==> src/rtl/dmem_responder_if.sv <==
// Data-memory bus between a core's load/store unit and its memory.
// The requester drives the master side and the memory responds on the slave side.
interface dmem_responder_if;
  logic        req;
  logic        we;
  logic [31:0] addr;
  logic [31:0] wdata;
  logic        ready;
  logic [31:0] rdata;
  logic        err;
  logic        busy;

  modport master (
    output req, we, addr, wdata,
    input  ready, rdata, err, busy
  );

  modport slave (
    input  req, we, addr, wdata,
    output ready, rdata, err, busy
  );
endinterface

==> src/rtl/dmem_responder.sv <==
// Word RAM behind the data-memory bus with fixed wait states and fault reporting.
// Define DMEM_MMIO_EN to map an output register at byte address 0xFFFF_FFFC.
module dmem_responder #(
  parameter int          DEPTH       = 64,
  parameter int          WAIT_CYCLES = 2,
  parameter logic [31:0] BASE_ADDR   = 32'h0000_0000
) (
  input  logic              clk,
  input  logic              reset,
  dmem_responder_if.slave   bus
`ifdef DMEM_MMIO_EN
  ,
  output logic [31:0]       mmio_out
`endif
);

  localparam int AW = (DEPTH > 1) ? $clog2(DEPTH) : 1;
  localparam int CW = (WAIT_CYCLES > 1) ? $clog2(WAIT_CYCLES) : 1;
  localparam logic [CW-1:0] CNT_INIT =
    CW'((WAIT_CYCLES > 0) ? WAIT_CYCLES - 1 : 0);

  typedef enum logic [1:0] {
    S_IDLE,
    S_WAIT,
    S_RESP
  } state_t;

  state_t         state_q;
  logic [CW-1:0]  cnt_q;
  logic [31:0]    addr_q;
  logic [31:0]    wdata_q;
  logic           we_q;
  logic           ready_q;
  logic           err_q;
  logic [31:0]    rdata_q;
  logic           busy_q;

  logic [31:0]    mem [DEPTH];

  logic [31:0]    cur_addr;
  logic [31:0]    cur_wdata;
  logic           cur_we;
  logic [31:0]    offset;
  logic [29:0]    index;
  logic [AW-1:0]  idx;
  logic           mmio_hit;
  logic           fault;
  logic           go_resp;
  logic           ram_wr;
  logic [31:0]    rd_word;

`ifdef DMEM_MMIO_EN
  localparam logic [31:0] MMIO_ADDR = 32'hFFFF_FFFC;
  logic [31:0]    mmio_q;
  assign mmio_out = mmio_q;
`endif

  // Decode the access that completes at the next edge; with zero wait
  // states that is the request on the bus, otherwise the latched one.
  always_comb begin
    cur_addr  = bus.addr;
    cur_wdata = bus.wdata;
    cur_we    = bus.we;
    if (state_q != S_IDLE) begin
      cur_addr  = addr_q;
      cur_wdata = wdata_q;
      cur_we    = we_q;
    end
    offset   = cur_addr - BASE_ADDR;
    index    = offset[31:2];
    idx      = offset[AW+1:2];
    mmio_hit = 1'b0;
`ifdef DMEM_MMIO_EN
    mmio_hit = (cur_addr == MMIO_ADDR);
`endif
    fault    = !mmio_hit &&
               ((offset[1:0] != 2'b00) ||
                ({2'b00, index} >= 32'(DEPTH)));
    go_resp  = ((state_q == S_IDLE) && bus.req &&
                (WAIT_CYCLES == 0)) ||
               ((state_q == S_WAIT) && (cnt_q == '0));
    ram_wr   = go_resp && cur_we && !fault && !mmio_hit;
    rd_word  = mem[idx];
`ifdef DMEM_MMIO_EN
    if (mmio_hit) rd_word = mmio_q;
`endif
  end

  // RAM array: no reset, written on the edge that enters RESP.
  always_ff @(posedge clk) begin
    if (ram_wr && !reset) mem[idx] <= cur_wdata;
  end

  // Request FSM with registered completion outputs.
  always_ff @(posedge clk or posedge reset) begin
    if (reset) begin
      state_q <= S_IDLE;
      cnt_q   <= '0;
      addr_q  <= '0;
      wdata_q <= '0;
      we_q    <= 1'b0;
      ready_q <= 1'b0;
      err_q   <= 1'b0;
      rdata_q <= '0;
      busy_q  <= 1'b0;
`ifdef DMEM_MMIO_EN
      mmio_q  <= '0;
`endif
    end else begin
      ready_q <= 1'b0;
      err_q   <= 1'b0;
      rdata_q <= '0;
      unique case (state_q)
        S_IDLE: begin
          if (bus.req) begin
            addr_q  <= bus.addr;
            wdata_q <= bus.wdata;
            we_q    <= bus.we;
            busy_q  <= 1'b1;
            cnt_q   <= CNT_INIT;
            state_q <= (WAIT_CYCLES == 0) ? S_RESP : S_WAIT;
          end
        end
        S_WAIT: begin
          if (cnt_q == '0) state_q <= S_RESP;
          else             cnt_q   <= cnt_q - 1'b1;
        end
        S_RESP: begin
          state_q <= S_IDLE;
          busy_q  <= 1'b0;
        end
        default: state_q <= S_IDLE;
      endcase
      if (go_resp) begin
        ready_q <= 1'b1;
        err_q   <= fault;
        rdata_q <= (!cur_we && !fault) ? rd_word : '0;
`ifdef DMEM_MMIO_EN
        if (mmio_hit && cur_we) mmio_q <= cur_wdata;
`endif
      end
    end
  end

  assign bus.ready = ready_q;
  assign bus.err   = err_q;
  assign bus.rdata = rdata_q;
  assign bus.busy  = busy_q;

endmodule

==> src/flat_wrapper.sv <==
// flat-port wrapper written by rule: the top's interface ports become plain ports
module dmem_responder_flat 
#(
  parameter int          DEPTH       = 64,
  parameter int          WAIT_CYCLES = 2,
  parameter logic [31:0] BASE_ADDR   = 32'h0000_0000
)
  (clk, reset, bus_req, bus_we, bus_addr, bus_wdata, bus_ready, bus_rdata, bus_err, bus_busy);
  dmem_responder_if bus_i ();
  input  logic clk;
  input  logic reset;
  input wire logic [$bits(bus_i.req)-1:0] bus_req;
  input wire logic [$bits(bus_i.we)-1:0] bus_we;
  input wire logic [$bits(bus_i.addr)-1:0] bus_addr;
  input wire logic [$bits(bus_i.wdata)-1:0] bus_wdata;
  output wire logic [$bits(bus_i.ready)-1:0] bus_ready;
  output wire logic [$bits(bus_i.rdata)-1:0] bus_rdata;
  output wire logic [$bits(bus_i.err)-1:0] bus_err;
  output wire logic [$bits(bus_i.busy)-1:0] bus_busy;
  assign bus_i.req = bus_req;
  assign bus_i.we = bus_we;
  assign bus_i.addr = bus_addr;
  assign bus_i.wdata = bus_wdata;
  assign bus_ready = bus_i.ready;
  assign bus_rdata = bus_i.rdata;
  assign bus_err = bus_i.err;
  assign bus_busy = bus_i.busy;
  dmem_responder #(.DEPTH(DEPTH), .WAIT_CYCLES(WAIT_CYCLES), .BASE_ADDR(BASE_ADDR)) u_core (.clk(clk), .reset(reset), .bus(bus_i));
endmodule
==> config.mk <==
export PLATFORM = sky130hd
export DESIGN_NAME = dmem_responder_flat
export DESIGN_NICKNAME = d
export VERILOG_FILES = /design/src/rtl/dmem_responder_if.sv /design/src/rtl/dmem_responder.sv /design/src/flat_wrapper.sv
export SDC_FILE = /design/constraint.sdc
export NUM_CORES = 2
export LEC_CHECK = 0
export ABC_CLOCK_PERIOD_IN_PS = 8500
export BUFFER_PORTS_ARGS = -buffer_cell sky130_fd_sc_hd__buf_2
export CORE_MARGIN = 2
export CORE_UTILIZATION = 55
export CTS_CLUSTER_SIZE = 12
export DETAILED_ROUTE_END_ITERATION = 10
export PLACE_DENSITY = 0.71
export SYNTH_ARGS = -nofsm -noshare
export SYNTH_HDL_FRONTEND = slang
export SYNTH_SLANG_ARGS = --single-unit
==> constraint.sdc <==
create_clock -name clk -period 8.5 [get_ports clk]
set_clock_uncertainty 0.15 [all_clocks]
set_input_delay 0.425 -clock clk [delete_from_list [all_inputs] [get_ports clk]]
set_output_delay 0.425 -clock clk [all_outputs]
set_load 0.1 [all_outputs]
# --- Yosys cells after proc, flatten, opt, wreduce, memory -nomap -nowiden ---
# Memories as Yosys holds them, arrays and structs flattened.
# Cells that the tools add are included.
classes:
  order_cmp: 1
  n_eq_ne: 4
  mul: 0
  addsub: 1
  reduce_logical: 18
  bitwise_logic: 1
  muxes: 16
  n_shift: 0
  n_div: 0
op_table:
  columns: ["operator", "n"]
  rows:
  - ["$mux 32", 4]
  - ["$ge 30x7->1 const B", 1]
  - ["$reduce_and 2->1", 4]
  - ["$reduce_bool 2->1", 4]
  - ["$mux 1", 7]
  - ["$logic_and 1x1->1", 5]
  - ["$mux 2", 2]
  - ["$ne 2x2->1 const B", 2]
  - ["$pmux 1 s2", 2]
  - ["$pmux 2 s2", 1]
  - ["$logic_not 1->1", 3]
  - ["$eq 2x1->1 const B", 1]
  - ["$eq 2x2->1 const B", 1]
  - ["$logic_not 2->1", 1]
  - ["$logic_or 1x1->1", 1]
  - ["$not 1->1", 1]
  - ["$sub 1x1->1 const B", 1]
totals:
  input_bits: 68
  out_inout_bits: 35
  latchBits: 0
  regBits: 103
  ramBits: 2048
  memories: 1
  rom_bits: 0
  elab_cells: 51
memory_table:
  columns: ["name", "words", "word_bits", "read_ports", "rd_ports_with_merged_regs", "write_ports", "line", "text"]
  rows:
  - ["u_core.mem", 64, 32, 1, 0, 1, "dmem_responder.sv:38", "logic [31:0] mem [DEPTH];"]

# --- Longest topological paths before layout ---
depth:
  ltp_word: 9
  depth_mapped: 13

# --- Worst setup path after synthesis ---
# Ideal clock, no wire load.
synth_timing:
  path_kind: "flip-flop to flip-flop"
  startpoint: "register u_core.state_q[0]"
  endpoint: "memory u_core.mem[10][0], enable pin"
  path_slack_ns: 4.375
  path_stages_with_launch: 11
  path_buffers: 6
  period_less_slack_ns: 4.125
  arrival_ns: 3.554
  path_cell_list: "dfrtp_1 -> buf_6 -> buf_6 -> nor4b_1 -> a21o_1 -> buf_2 -> buf_2 -> buf_2 -> buf_1 -> nand3_1 -> nor2_1"
synth_between:
  elab_chain_cells: 9
  elab_cells_between_ends: 14
  cone_classes: "order compare: 1; eq/ne: 1; mux: 4; reduce/logical: 8"
synth_lines:
  columns: ["element", "line", "text"]
  rows:
  - ["start, declared", "dmem_responder.sv:28", "state_t state_q;"]
  - ["start signal, assigned", "dmem_responder.sv:121", "state_q <= (WAIT_CYCLES == 0) ? S_RESP : S_WAIT;"]
  - ["$reduce_bool 2->1", "dmem_responder.sv:64", "if (state_q != S_IDLE) begin"]
  - ["$mux 32", "dmem_responder.sv:64", null]
  - ["$ge 30x7->1 / $reduce_bool 2->1 (equally long branches)", "dmem_responder.sv:78, dmem_responder.sv:77", null]
  - ["$logic_or 1x1->1", "dmem_responder.sv:77", "((offset[1:0] != 2'b00) ||"]
  - ["$logic_not 1->1", "dmem_responder.sv:82", "ram_wr = go_resp && cur_we && !fault && !mmio_hit;"]
  - ["$logic_and 1x1->1", "dmem_responder.sv:82", null]
  - ["$logic_and 1x1->1", "dmem_responder.sv:91", "if (ram_wr && !reset) mem[idx] <= cur_wdata;"]
  - ["$mux 1", "dmem_responder.sv:91", null]
  - ["$mux 1 (not written as such)", "dmem_responder.sv:91", null]
  - ["end, declared", "dmem_responder.sv:38", null]
# Parallel ways exist; a longest one is shown, timed or not.

# --- Final worst setup path ---
layout_timing:
  startpoint: "register u_core.state_q[0]"
  endpoint: "memory u_core.mem[10][18], enable pin"
# Same word-level chain as after synthesis.

==> results.json <==
{
  "status": "complete, but fails checks",
  "violations": "capacitance limit, slew limit",
  "rows": 140,
  "clk_latency_ps": 880,
  "netlist_area_um2": 80800,
  "cts_tree": "yes",
  "ys.warnings.count": 0,
  "synth_cells": 5121,
  "slowest_stage": "nor2_4",
  "place.port_buffers": 102,
  "slowest_delay_ps": 1410,
  "rsz0062_at_grt": "no",
  "antenna_found_initial": 38,
  "path_class": "flip-flop to flip-flop",
  "drive_gt1_frac": 0.122,
  "relSlewSlack": -0.0775,
  "path_max_fanout": 35,
  "place_inst": 6926,
  "setup_ws_ps": 2440,
  "crit_family": "simple AND/OR/NAND/NOR gates",
  "drt-total-wl_um": 277000,
  "critPathCaptureType": "flip-flop",
  "syn_to_final_growth_pct": 12.5,
  "syn_nets": 5189,
  "clock_tree.htree_level_count": 4,
  "yosysTopAreaCell": "edfxtp_1",
  "fin_util": 0.623,
  "clk_pin_slew_worst_paths_ps": 60,
  "synth.avg_cell_area_um2": 15.8,
  "core_area_um2": 146000,
  "cts_buffer_depth": 3,
  "cp.required_ps": 8810,
  "via_per_inst": 7.07,
  "crit_path_cell_trace": "nor2_4, buf_4, nand4_1, o21ai_0, nand3_1, nor3b_1, buf_4, nand3_2, nor2_4",
  "synth_ff_type": "edfxtp_1",
  "reg2reg_depth": 9,
  "drv_cap": 4,
  "tightestPinTransition_ps": 1600,
  "die_area_um2": 150000,
  "place_congestion": 1.01,
  "path_buf_inv": 2,
  "final_cells": 7352,
  "grt-ovfl-total": 0,
  "leakage_nw": 29.5,
  "cts_buffers": 207,
  "cts_sinks": 2151,
  "r2r_end": "u_core.mem[10][18]",
  "grt_max_degree": 105,
  "synth_edf_count": 2048,
  "hp-class": "input pin to async pin",
  "setup-violations-final": 0,
  "synth_top_area_share": 0.762,
  "period_minus_slack_ps": 6060,
  "setup_tns_ps": 0,
  "die_w_um": 387,
  "nNetsFinal": 5355,
  "io_pins": 103,
  "wire_per_inst_um": 37.7,
  "cts-root-buf": "clkbuf_16",
  "synthArstFlopShare": 0.0479,
  "hold_viol": 0,
  "cp-start-kind": "flip-flop",
  "start_util": 0.554,
  "timing.final.max_slew_violations": 7,
  "fmax_mhz": 165,
  "grt_pass1_wl_um": 380000,
  "first_global_vias": 47800,
  "critPathArrivalTime_ps": 6370,
  "drc": 0,
  "vias": 52000,
  "synth_area_leaders": "edfxtp_1, o22ai_1, nand2_1, dfrtp_1, mux2i_1",
  "rrSetupSlack_ps": 2440,
  "synth_seq_cells": 2151,
  "drtIter0Drc": 9796,
  "vdd_ir_drop_max_uv": 414,
  "post-route-period-util": 0.712,
  "cts_resized": 0,
  "power_density_nw_per_um2": 388,
  "ys_types": 69,
  "ys_seq_area_frac": 0.793,
  "synth.most_common_cell": "edfxtp_1",
  "synthTopCellsByCount": "edfxtp_1, nand2_1, o22ai_1",
  "die_y_um": 387,
  "dp_hpwl_um": 153000,
  "r2r-start": "u_core.state_q[0]",
  "first_pass_iters": 7,
  "ant_nets": 0,
  "grtUsageTotal": 0.364,
  "detailedPlace.worstSlack_ps": 2770,
  "hold-worst-slack_ps": 27.8
}
worst register-to-register path, delay by kind of cell (launching register included):
kind,cells,cell delay (ps)
and+or+nand+nor,6,3830
DFF,1,630
AOI/OAI and AO/OA,1,190
buffers and inverters,2,830
state kept, by name (all words and copies together), names as in the netlist:
name and cells:
u_core.wdata_q 32, u_core.we_q 1, u_core.bus.err 1, u_core.cnt_q 1
u_core.state_q 2, u_core.bus.rdata 32, u_core.bus.busy 1, u_core.mem 2048
u_core.addr_q 32, u_core.bus.ready 1
routing by layer:
| layer | vias up | track usage | part of all wire |
|---|---|---|---|
| met2 | 4841 | 0.518 | 0.43 |
| met3 | 856 | 0.129 | 0.17 |
| met5 | - | 0 | 0.00051 |
| met4 | 22 | 0.205 | 0.068 |
| met1 | 25800 | 0.489 | 0.34 |
| li1 | 20500 | - | - |
worst max path at each step:
stage,startpoint,depth (start not counted),slack [ps],end
3_3_place_gp,u_core.state_q[0],9,2710,u_core.mem[58][18]
2_1_floorplan,u_core.state_q[0],10,4370,u_core.mem[10][0]
5_1_grt,u_core.state_q[0],9,2460,u_core.mem[36][2]
4_1_cts,u_core.state_q[0],9,2720,u_core.mem[53][3]
6_report,u_core.state_q[0],9,2440,u_core.mem[10][18]
3_5_place_dp,u_core.state_q[0],9,2770,u_core.mem[36][31]
cell families after synthesis:
family                 Yosys count  synth area share
AOI/OAI and AO/OA             1035            0.0841
buffers and inverters          317            0.0187
DFF                           2151             0.793
muxes                          230            0.0295
and+or+nand+nor               1388            0.0742
timing repair:
| item | 4_1_cts | 5_1_grt |
|---|---|---|
| endpoints found under the hold margin | 113 | 0 |
| buffers inserted | 0 | 0 |
| hold buffers | 67 | 0 |
report_power, final:
group	switching (mW)	total, mW	internal, mW
Clock	3.94	8.53	4.60
Combinational	10.1	12.5	2.45
Sequential	0.142	14.2	14.0
Total	14.2	35.3	21.1
through the flow:
stage | power [mW] | instance area, um^2
after floorplan | 20.3 | 80800
final | 35.3 | 90900
after global placement | 26.0 | 84000
after CTS | 34.6 | 90800
after global routing | 35.6 | 90800
after detailed placement | 26.2 | 84000
final cells by class:
type,instances,area [um^2]
Multi-Input combinational cell,2653,16100
Fill cell,10400,54900
Antenna cell,13,32.5
Sequential cell,2151,64100
Timing Repair Buffer,270,2150
Clock buffer,306,5650
Clock inverter,38,443
Tap cell,1917,2400
Inverter,4,20.0
layout by cell type (no fill, tap or decap), drive strengths merged, types with 21 or more instances in the layout:
cell type,netlist,layout
edfxtp,2048,2048
nand2,751,751
o22ai,467,467
clkbuf,101,307
nor2,250,250
a21oi,237,237
buf,212,202
mux2i,165,165
nand3,134,134
a32oi,120,120
dfrtp,103,103
nor4,94,94
a31oi,90,90
nor3,75,75
dlygate4sd3,0,67
mux2,65,65
clkinv,0,32
o21ai,23,23
and3,22,22
or4,21,21
a32o,21,21
Power figures use the tool's default switching activity.
